## src/rtl/muldiv_sequencer.sv

```systemverilog
// rtl/muldiv_sequencer.sv - iterative MULT/MULTU/DIV/DIVU sequencer with pipeline stall and HI/LO results
// Optional divider datapath built only when MULDIV_DIV_EN is defined.
module muldiv_sequencer #(
    parameter int XLEN = 32
) (
    input  logic            clock,
    input  logic            reset,
    input  logic            ip_start,
    input  logic [1:0]      ip_op,
    input  logic [XLEN-1:0] ip_A,
    input  logic [XLEN-1:0] ip_B,
    input  logic            ip_flush,
    output logic            op_stall,
    output logic            op_done,
    output logic            op_div_by_zero,
    output logic            op_illegal,
    output logic [XLEN-1:0] op_HI,
    output logic [XLEN-1:0] op_LO
);

    localparam int CW = $clog2(XLEN) + 1;
    localparam logic [2:0] S_IDLE = 3'd0;
    localparam logic [2:0] S_PREP = 3'd1;
    localparam logic [2:0] S_RUN  = 3'd2;
    localparam logic [2:0] S_FIX  = 3'd3;
    localparam logic [2:0] S_DONE = 3'd4;

    logic [2:0]        r_state;
    logic              r_sa, r_sb;
    logic [XLEN-1:0]   r_ma, r_mb;
    logic [2*XLEN-1:0] r_acc;
    logic [CW-1:0]     r_cnt;
    logic [XLEN-1:0]   r_hi, r_lo;
    logic              r_done;
    logic              w_window, w_accept, w_div, w_sa_in, w_sb_in;
    logic [XLEN:0]     w_mul_sum;
    logic [2*XLEN-1:0] w_step, w_prod;
    logic [XLEN-1:0]   w_res_hi, w_res_lo;

    assign w_window = (r_state == S_IDLE) || (r_state == S_DONE);
    assign w_sa_in  = ip_A[XLEN-1] & ~ip_op[0];
    assign w_sb_in  = ip_B[XLEN-1] & ~ip_op[0];

`ifdef MULDIV_DIV_EN
    logic              r_div, r_dbz;
    logic [XLEN-1:0]   r_a_orig;
    logic [XLEN:0]     w_rem_sh;
    logic [XLEN+1:0]   w_trial;
    logic              w_res_dbz;
    assign w_accept       = w_window & ip_start;
    assign w_div          = r_div;
    assign op_div_by_zero = r_dbz;
    assign op_illegal     = 1'b0;
`else
    logic              r_illegal;
    assign w_accept       = w_window & ip_start & ~ip_op[1];
    assign w_div          = 1'b0;
    assign op_div_by_zero = 1'b0;
    assign op_illegal     = r_illegal;
`endif

    // Flush masks the stall in the same cycle so the squashing branch can redirect fetch.
    assign op_stall = ~ip_flush & (w_accept | (r_state == S_PREP) |
                                   (r_state == S_RUN) | (r_state == S_FIX));
    assign op_done  = r_done;
    assign op_HI    = r_hi;
    assign op_LO    = r_lo;

    always_comb begin
        w_mul_sum = {1'b0, r_acc[2*XLEN-1:XLEN]} + (r_acc[0] ? {1'b0, r_ma} : '0);
        w_step    = {w_mul_sum, r_acc[XLEN-1:1]};
`ifdef MULDIV_DIV_EN
        // Remainder carries an extra bit so divisors above 2^(XLEN-1) never lose the shifted-out MSB.
        w_rem_sh = r_acc[2*XLEN-1:XLEN-1];
        w_trial  = {1'b0, w_rem_sh} - {2'b00, r_mb};
        if (r_div) begin
            if (!w_trial[XLEN+1])
                w_step = {w_trial[XLEN-1:0], r_acc[XLEN-2:0], 1'b1};
            else
                w_step = {r_acc[2*XLEN-2:0], 1'b0};
        end
`endif
    end

    always_comb begin
        w_prod   = (r_sa ^ r_sb) ? -r_acc : r_acc;
        w_res_hi = w_prod[2*XLEN-1:XLEN];
        w_res_lo = w_prod[XLEN-1:0];
`ifdef MULDIV_DIV_EN
        w_res_dbz = 1'b0;
        if (r_div) begin
            if (r_mb == '0) begin
                w_res_hi  = r_a_orig;
                w_res_lo  = '1;
                w_res_dbz = 1'b1;
            end else begin
                w_res_lo = (r_sa ^ r_sb) ? -r_acc[XLEN-1:0] : r_acc[XLEN-1:0];
                w_res_hi = r_sa ? -r_acc[2*XLEN-1:XLEN] : r_acc[2*XLEN-1:XLEN];
            end
        end
`endif
    end

    always_ff @(posedge clock or negedge reset) begin
        if (!reset) begin
            r_state <= S_IDLE;
            r_sa    <= 1'b0;
            r_sb    <= 1'b0;
            r_ma    <= '0;
            r_mb    <= '0;
            r_acc   <= '0;
            r_cnt   <= '0;
            r_hi    <= '0;
            r_lo    <= '0;
            r_done  <= 1'b0;
`ifdef MULDIV_DIV_EN
            r_div    <= 1'b0;
            r_dbz    <= 1'b0;
            r_a_orig <= '0;
`else
            r_illegal <= 1'b0;
`endif
        end else begin
            r_done <= 1'b0;
`ifdef MULDIV_DIV_EN
            r_dbz <= 1'b0;
`else
            r_illegal <= 1'b0;
`endif
            if (ip_flush) begin
                r_state <= S_IDLE;
            end else begin
                case (r_state)
                    S_IDLE, S_DONE: begin
                        if (w_accept) begin
                            r_state <= S_PREP;
                            r_sa    <= w_sa_in;
                            r_sb    <= w_sb_in;
                            r_ma    <= w_sa_in ? -ip_A : ip_A;
                            r_mb    <= w_sb_in ? -ip_B : ip_B;
`ifdef MULDIV_DIV_EN
                            r_div    <= ip_op[1];
                            r_a_orig <= ip_A;
`endif
                        end else begin
                            r_state <= S_IDLE;
`ifndef MULDIV_DIV_EN
                            r_illegal <= ip_start & ip_op[1];
`endif
                        end
                    end
                    S_PREP: begin
                        r_acc   <= {{XLEN{1'b0}}, (w_div ? r_ma : r_mb)};
                        r_cnt   <= CW'(XLEN);
                        r_state <= S_RUN;
                    end
                    S_RUN: begin
                        r_acc <= w_step;
                        r_cnt <= r_cnt - 1'b1;
                        if (r_cnt == CW'(1))
                            r_state <= S_FIX;
                    end
                    S_FIX: begin
                        r_hi    <= w_res_hi;
                        r_lo    <= w_res_lo;
                        r_done  <= 1'b1;
`ifdef MULDIV_DIV_EN
                        r_dbz   <= w_res_dbz;
`endif
                        r_state <= S_DONE;
                    end
                    default: r_state <= S_IDLE;
                endcase
            end
        end
    end

endmodule
```

## config.mk

```make
export PLATFORM = sky130hd
export DESIGN_NAME = muldiv_sequencer
export DESIGN_NICKNAME = d
export VERILOG_FILES = /design/src/rtl/muldiv_sequencer.sv
export SDC_FILE = /design/constraint.sdc
export NUM_CORES = 1
export LEC_CHECK = 0
export BUFFER_PORTS_ARGS = -buffer_cell sky130_fd_sc_hd__buf_4
export CELL_PAD_IN_SITES_DETAIL_PLACEMENT = 1
export CELL_PAD_IN_SITES_GLOBAL_PLACEMENT = 2
export CORE_MARGIN = 3
export CORE_UTILIZATION = 36
export DETAILED_ROUTE_END_ITERATION = 8
export GPL_ROUTABILITY_DRIVEN = 0
export PLACE_DENSITY_LB_ADDON = 0.12
export SLEW_MARGIN = 10
export SYNTH_ARGS = -nofsm -noshare
export SYNTH_HDL_FRONTEND = slang
export SYNTH_SLANG_ARGS = --single-unit
```

## constraint.sdc

```tcl
create_clock -name clock -period 4.2 [get_ports clock]
set_clock_uncertainty 0.15 [all_clocks]
set_input_delay 0.84 -clock clock [delete_from_list [all_inputs] [get_ports clock]]
set_output_delay 0.84 -clock clock [all_outputs]
set_load 0.01 [all_outputs]
```

Word-level counts from Yosys, hierarchy flattened
Cells that the tools add are included.

storage, ports and cells
  flip-flop bits (word level) = 205
  input bits = 70
  output and inout bits = 68
  word-level logic and storage cells = 57

operators by class
  add/subtract/negate cells = 5
  equal/unequal tests = 6
  multiplexer cells = 15
  bitwise logic cells = 13
  reduce and logical (&&, ||, !) cells = 7

operators by type and width
  cell                   number
  $pmux W64 S2           1
  $mux W32               3
  $mux W64               1
  $neg A32 Y32           2
  $neg A64 Y64           1
  $add A32 B32 Y33       1
  $pmux W3 S4            1
  $pmux W6 S2            1
  $and A1 B1 Y1          6
  $eq A3 B2 Y1 const B   2
  $eq A6 B1 Y1 const B   1
  $mux W1                6
  $mux W3                2
  $sub A6 B1 Y6 const B  1
  $reduce_and A2 Y1      2
  $eq A3 B1 Y1 const B   1
  $eq A3 B3 Y1 const B   1
  $logic_not A3 Y1       1
  $ne A3 B2 Y1 const B   1
  $not A1 Y1             3
  $or A1 B1 Y1           3
  $reduce_and A3 Y1      1
  $reduce_bool A2 Y1     1
  $reduce_or A2 Y1       1
  other kinds (2)        2

Logic depth before layout (Yosys ltp)
  depth in word-level cells = 8
  mapped depth = 13
  gate-level depth less buffers = 11

Least setup slack after synthesis
OpenSTA, ideal clock, no wires.

  path kind = in2reg
  start = in ip_A[12]
  end = reg r_ma[23]
  setup time = 0.130 ns
  data arrival time = 2.909 ns
  data required time = 3.920 ns
  setup slack = 1.011 ns
  stages on the path = 6
  buffers on the path = 0
  cell sequence = or4_4 > or4_4 > or4_4 > o41ai_4 > xor2_1 > o21ai_1

between the ends
  longest elaborated chain between the ends = 2

RTL lines
  item                  RTL line  source
  from (decl)           10        input logic [XLEN-1:0] ip_A,
  $neg A32 Y32          139       r_ma <= w_sa_in ? -ip_A : ip_A;
  $mux W32              139
  to (signal assigned)  139
  to (decl)             30        logic [XLEN-1:0] r_ma, r_mb;

No other way between the ends.
A chain may end at the register's enable or synchronous reset.

Worst setup path after layout
  start = reg r_acc[0]
  end = reg r_acc[51]

between the ends
  longest elaborated chain between the ends = 3

RTL lines
  item                    RTL line  source
  from (decl)             31        logic [2*XLEN-1:0] r_acc;
  from (signal assigned)  153       r_acc <= {{XLEN{1'b0}}, (w_div ? r_ma : r_mb)};
  from (signal assigned)  158       r_acc <= w_step;
  $mux W32                70        w_mul_sum = {1'b0, r_acc[2*XLEN-1:XLEN]} + (r_acc[0] ? {1'b0, r_ma} : '0);
  $add A32 B32 Y33        70
  $pmux W64 S2            133       case (r_state)

No other way between the ends.

==> impl_metrics.csv <==
group,metric,value,unit
worst_setup_path,crit_required,4.43,ns
drt,detail-route-antenna-nets,0,
worst_setup_path,timing.critical_path.from,"r_acc[0]",
power_and_ir_drop,net-switching-power,0.00314,W
drt,wl_per_cell,18.6,um
grt,maximum_number_of_pins_on_one_net_before_global_route_repair,127,
timing,final.period_utilization,77.2,%
finish,area.sequential,0.00513,sq mm
synth,yosys.area_share.simple,19.2,%
finish,final_net_count,1666,
synth,synth-seq-cells,205,
synth,yosys.area_share.xor_xnor,10.3,%
synth,synthMuxAreaShare,2.57,%
floorplan,rows,67,
synth,synth_fp_nets,1562,
drt,m1WireLength,20600,um
drt,detailed_route_via_count,10743,
finish,final_design_area_no_fill,0.0148,sq mm
clock_tree,tritoncts_num_sinks,205,
worst_setup_path,cpPeakStageDelay,0.43,ns
worst_setup_path,critical_path.reg2reg.endpoint,"r_acc[51]",
finish,most-common-layout-cells,"sky130_fd_sc_hd__nand2_1 (238), sky130_fd_sc_hd__o21ai_0 (217), sky130_fd_sc_hd__dfrtp_1 (205), sky130_fd_sc_hd__buf_4 (151), sky130_fd_sc_hd__nor2_1 (91)",
clock_tree,post_cts.repair.setup_buffers,0,
finish,layout_commonest_cell,"sky130_fd_sc_hd__nand2_1",
worst_setup_path,worst_r2r_startpoint,"r_acc[0]",
hold_path,class_of_the_worst_hold_path,"in -> async",
synth,mappedNetlistArea,0.0124,sq mm
power_and_ir_drop,sw_frac_of_total,38.9,%
timing,final_hold_viol_count,0,
clock_tree,ctsRootBufferMaster,"sky130_fd_sc_hd__clkbuf_16",
worst_setup_path,worstSetupEndpoint,"r_acc[51]",
drt,remaining_drc_errors,0,
worst_setup_path,worst-path-max-fanout,7,
floorplan,core_area,0.0338,sq mm
power_and_ir_drop,clock_power_share,27.1,%
drt,post_detailed_route_via_to_cell_ratio,5.31,
outcome,outcome,"complete, no violations",
worst_setup_path,critPathMostFrequentCell,"sky130_fd_sc_hd__a21oi_1",
worst_setup_path,timing.critical_path.from_type,"flop",
finish,layout-drive-gt1-share,13.6,%
clock_tree,cts_hold_bufs,0,
power_and_ir_drop,design_power_total,0.00808,W
timing,grt_setup_unrepaired,"no",
synth,synth-compound-area-share,19.6,%
drt,met3_length,1520,um
synth,leading_register_cell_type_out_of_synthesis,"sky130_fd_sc_hd__dfrtp_1",
synth,synthDistinctLibCells,62,
finish,area_growth_syn_to_layout,18.7,%
floorplan,die_w,192,um
finish,nFillCells,3982,
timing,worst_hold_slack,0.185,ns
worst_setup_path,path_delay_family,"compound AO/OA/AOI/OAI gates",
timing,period_needed,3.24,ns
floorplan,dieHeight,192,um
timing,worst_slew_pin_slew,1.07,ns
clock_tree,cts_repair_resize_count,0,
finish,multiInputGateArea,0.00697,sq mm
timing,setup_total_negative_slack,0,ns
timing,maxSlewViolCount,0,
synth,synth_area_per_cell,8.56,sq um
placed_design,portBuffers,136,
clock_tree,clk_transition_reported_paths,0.06,ns
synth,yosys.area.top_type,"sky130_fd_sc_hd__dfrtp_1",
clock_tree,deepest_level_of_the_cts_h_tree,1,
clock_tree,tritoncts,"yes",
timing,max_slew_headroom_at_the_worst_pin,28.9,%
placed_design,detailed_place.area,0.0139,sq mm
worst_setup_path,worstPathCellList,"buf_4 > and2_1 > ha_1 > a21oi_1 > nor2b_1 > a21oi_1 > a221o_1 > a21boi_0 > xor2_1 > o22ai_1",
grt,grt_usage,20.3,%
synth,synth_adder_area_share,3.88,%
timing,report.final.setup_viol,0,
finish,diodes,0,
drt,final_wirelength,37600,um
grt,grt_pass1_vias,10684,
worst_setup_path,timing.reg2reg.worst_path_depth,10,
power_and_ir_drop,power_density,547,mW/mm^2
drt,drt-initial-drc-count,468,
power_and_ir_drop,p_seq_share,38.4,%
clock_tree,max-clock-path-buffers,3,
drt,drt-pass1-iter-count,4,
synth,synth_top_family_by_area,"compound AO/OA/AOI/OAI gates",
synth,synth.top_cells.by_area,"sky130_fd_sc_hd__dfrtp_1 (41%), sky130_fd_sc_hd__o21ai_0 (8.7%), sky130_fd_sc_hd__nand2_1 (7.2%)",
finish,final_cells,2022,
worst_setup_path,ff2ff_setup_slack,0.96,ns
synth,seq_area_frac_synth,41.2,%
run,timing.max_cap.violations,0,
grt,grt_remaining_overflow,0,
clock_tree,clock_insertion_delay_at_the_later_pin_of_the_skew_report,0.53,ns
synth,post_synth_inst_count,1454,
synth,synth_largest_type_area_fraction,41.2,%
floorplan,initial_utilization,36.8,%
worst_setup_path,critical_path.endpoint_type,"flop",
grt,grt_first_pass_wirelength,60200,um
floorplan,design.die.area,0.0368,sq mm
worst_setup_path,timing.setup.critical_path_class,"reg -> reg",
synth,postSynth.asyncResetShare,100,%
power_and_ir_drop,internal-power,0.00494,W
power_and_ir_drop,static-leakage-power,6.57,nW
worst_setup_path,crit_arrival,3.48,ns
worst_setup_path,cp_slowest_cell,"sky130_fd_sc_hd__a221o_1",
placed_design,place_inst,1980,
power_and_ir_drop,max-vdd-ir-drop,0.311,mV
worst_setup_path,cp_num_cells,10,
worst_setup_path,cp_num_buf_inv,1,
grt,grt_antenna_before_repair,1,
synth,synth-edff-count,0,
drt,topmost_layer_with_routed_signal_wires,"met4",
power_and_ir_drop,power.share.combinational,34.5,%
placed_design,dp_hpwl,28800,um
timing,clock.fmax,308,MHz
drt,wl_met2,14900,um
floorplan,num_io_pins,138,
synth,synth-warning-count,0,
clock_tree,cts_buffers,24,
[state kept, by name, summed over array words and instances, names as in the netlist]
register    count
r_sa            1
op_HI          32
r_state         3
op_done         1
r_cnt           6
r_ma           32
r_mb           32
op_LO          32
op_illegal      1
r_sb            1
r_acc          64
[cell families (layout without fill, tap and decap cells)]
kind of cell	after synthesis	after routing
buffers and inverters	102	222
xor gates and xnor gates	147	147
other	1	1
and+or+nand+nor	513	513
AOI/OAI and AO/OA	416	416
adders and majority gates	38	38
DFF	205	205
muxes	32	32
[worst min path at each step]
stage | depth (start not counted) | endpoint
finish | 1 | op_LO[11]
global route | 1 | op_LO[12]
CTS | 1 | op_LO[21]
detailed placement | 2 | r_ma[14]
global placement | 2 | r_ma[19]
floorplan | 2 | r_ma[0]
[worst reg2reg max path, stage by stage, from the launching register on]
cell	delay (ns)
sky130_fd_sc_hd__dfrtp_1	0.37
sky130_fd_sc_hd__buf_4	0.17
sky130_fd_sc_hd__and2_1	0.15
sky130_fd_sc_hd__ha_1	0.34
sky130_fd_sc_hd__a21oi_1	0.32
sky130_fd_sc_hd__nor2b_1	0.21
sky130_fd_sc_hd__a21oi_1	0.12
sky130_fd_sc_hd__a221o_1	0.43
sky130_fd_sc_hd__a21boi_0	0.40
sky130_fd_sc_hd__xor2_1	0.32
sky130_fd_sc_hd__o22ai_1	0.11
[synth_stat cells (10+ instances only)]
library cell / number
sky130_fd_sc_hd__mux2i_1: 32
sky130_fd_sc_hd__or3_1: 11
sky130_fd_sc_hd__clkbuf_1: 74
sky130_fd_sc_hd__o21ai_0: 217
sky130_fd_sc_hd__a21oi_1: 71
sky130_fd_sc_hd__and2_1: 39
sky130_fd_sc_hd__nor3_1: 24
sky130_fd_sc_hd__a31oi_1: 16
sky130_fd_sc_hd__dfrtp_1: 205
sky130_fd_sc_hd__o21ai_1: 11
sky130_fd_sc_hd__nand2b_1: 10
sky130_fd_sc_hd__ha_1: 37
sky130_fd_sc_hd__nand3_1: 19
sky130_fd_sc_hd__inv_1: 26
sky130_fd_sc_hd__nor2_1: 91
sky130_fd_sc_hd__a21o_1: 15
sky130_fd_sc_hd__or4_1: 14
sky130_fd_sc_hd__nand4_1: 15
sky130_fd_sc_hd__xnor2_1: 66
sky130_fd_sc_hd__nand2_1: 239
sky130_fd_sc_hd__o31ai_1: 21
sky130_fd_sc_hd__nor4_1: 15
sky130_fd_sc_hd__o41ai_1: 10
sky130_fd_sc_hd__xor2_1: 81
[metrics by stage]
stage	worst slack (ns)	utilization, %
3_5_place_dp	0.729	41.3
2_1_floorplan	1.01	-
3_3_place_gp	0.762	41.3
5_1_grt	0.771	43.7
4_1_cts	0.949	43.7
6_report	0.956	43.7
[per-layer routing]
metal  global-route usage [%]  vias to the layer above
met3                     1.55                       33
li1                         -                     5337
met5                        0                        -
met2                     28.7                      213
met4                     3.98                        0
met1                     33.5                     5160
[power by group through the flow]
stage                     registers, W  logic, W  clock network, W
after floorplan                0.00287   0.00191                 0
after detailed placement       0.00312   0.00281                 0
after CTS                      0.00309   0.00282           0.00226
final                          0.00310   0.00279           0.00219
after global placement         0.00310   0.00273                 0
after global routing           0.00317   0.00318           0.00234
[cell type report]
class | count | area share (%)
clock inverters | 9 | 0.931
flip-flops and latches | 205 | 34.7
multi-input cells | 1147 | 47.2
well taps | 448 | 3.79
inverters | 26 | 0.661
repair buffers | 154 | 8.04
clock buffers | 33 | 4.70
(Power assumes the default switching activity.)
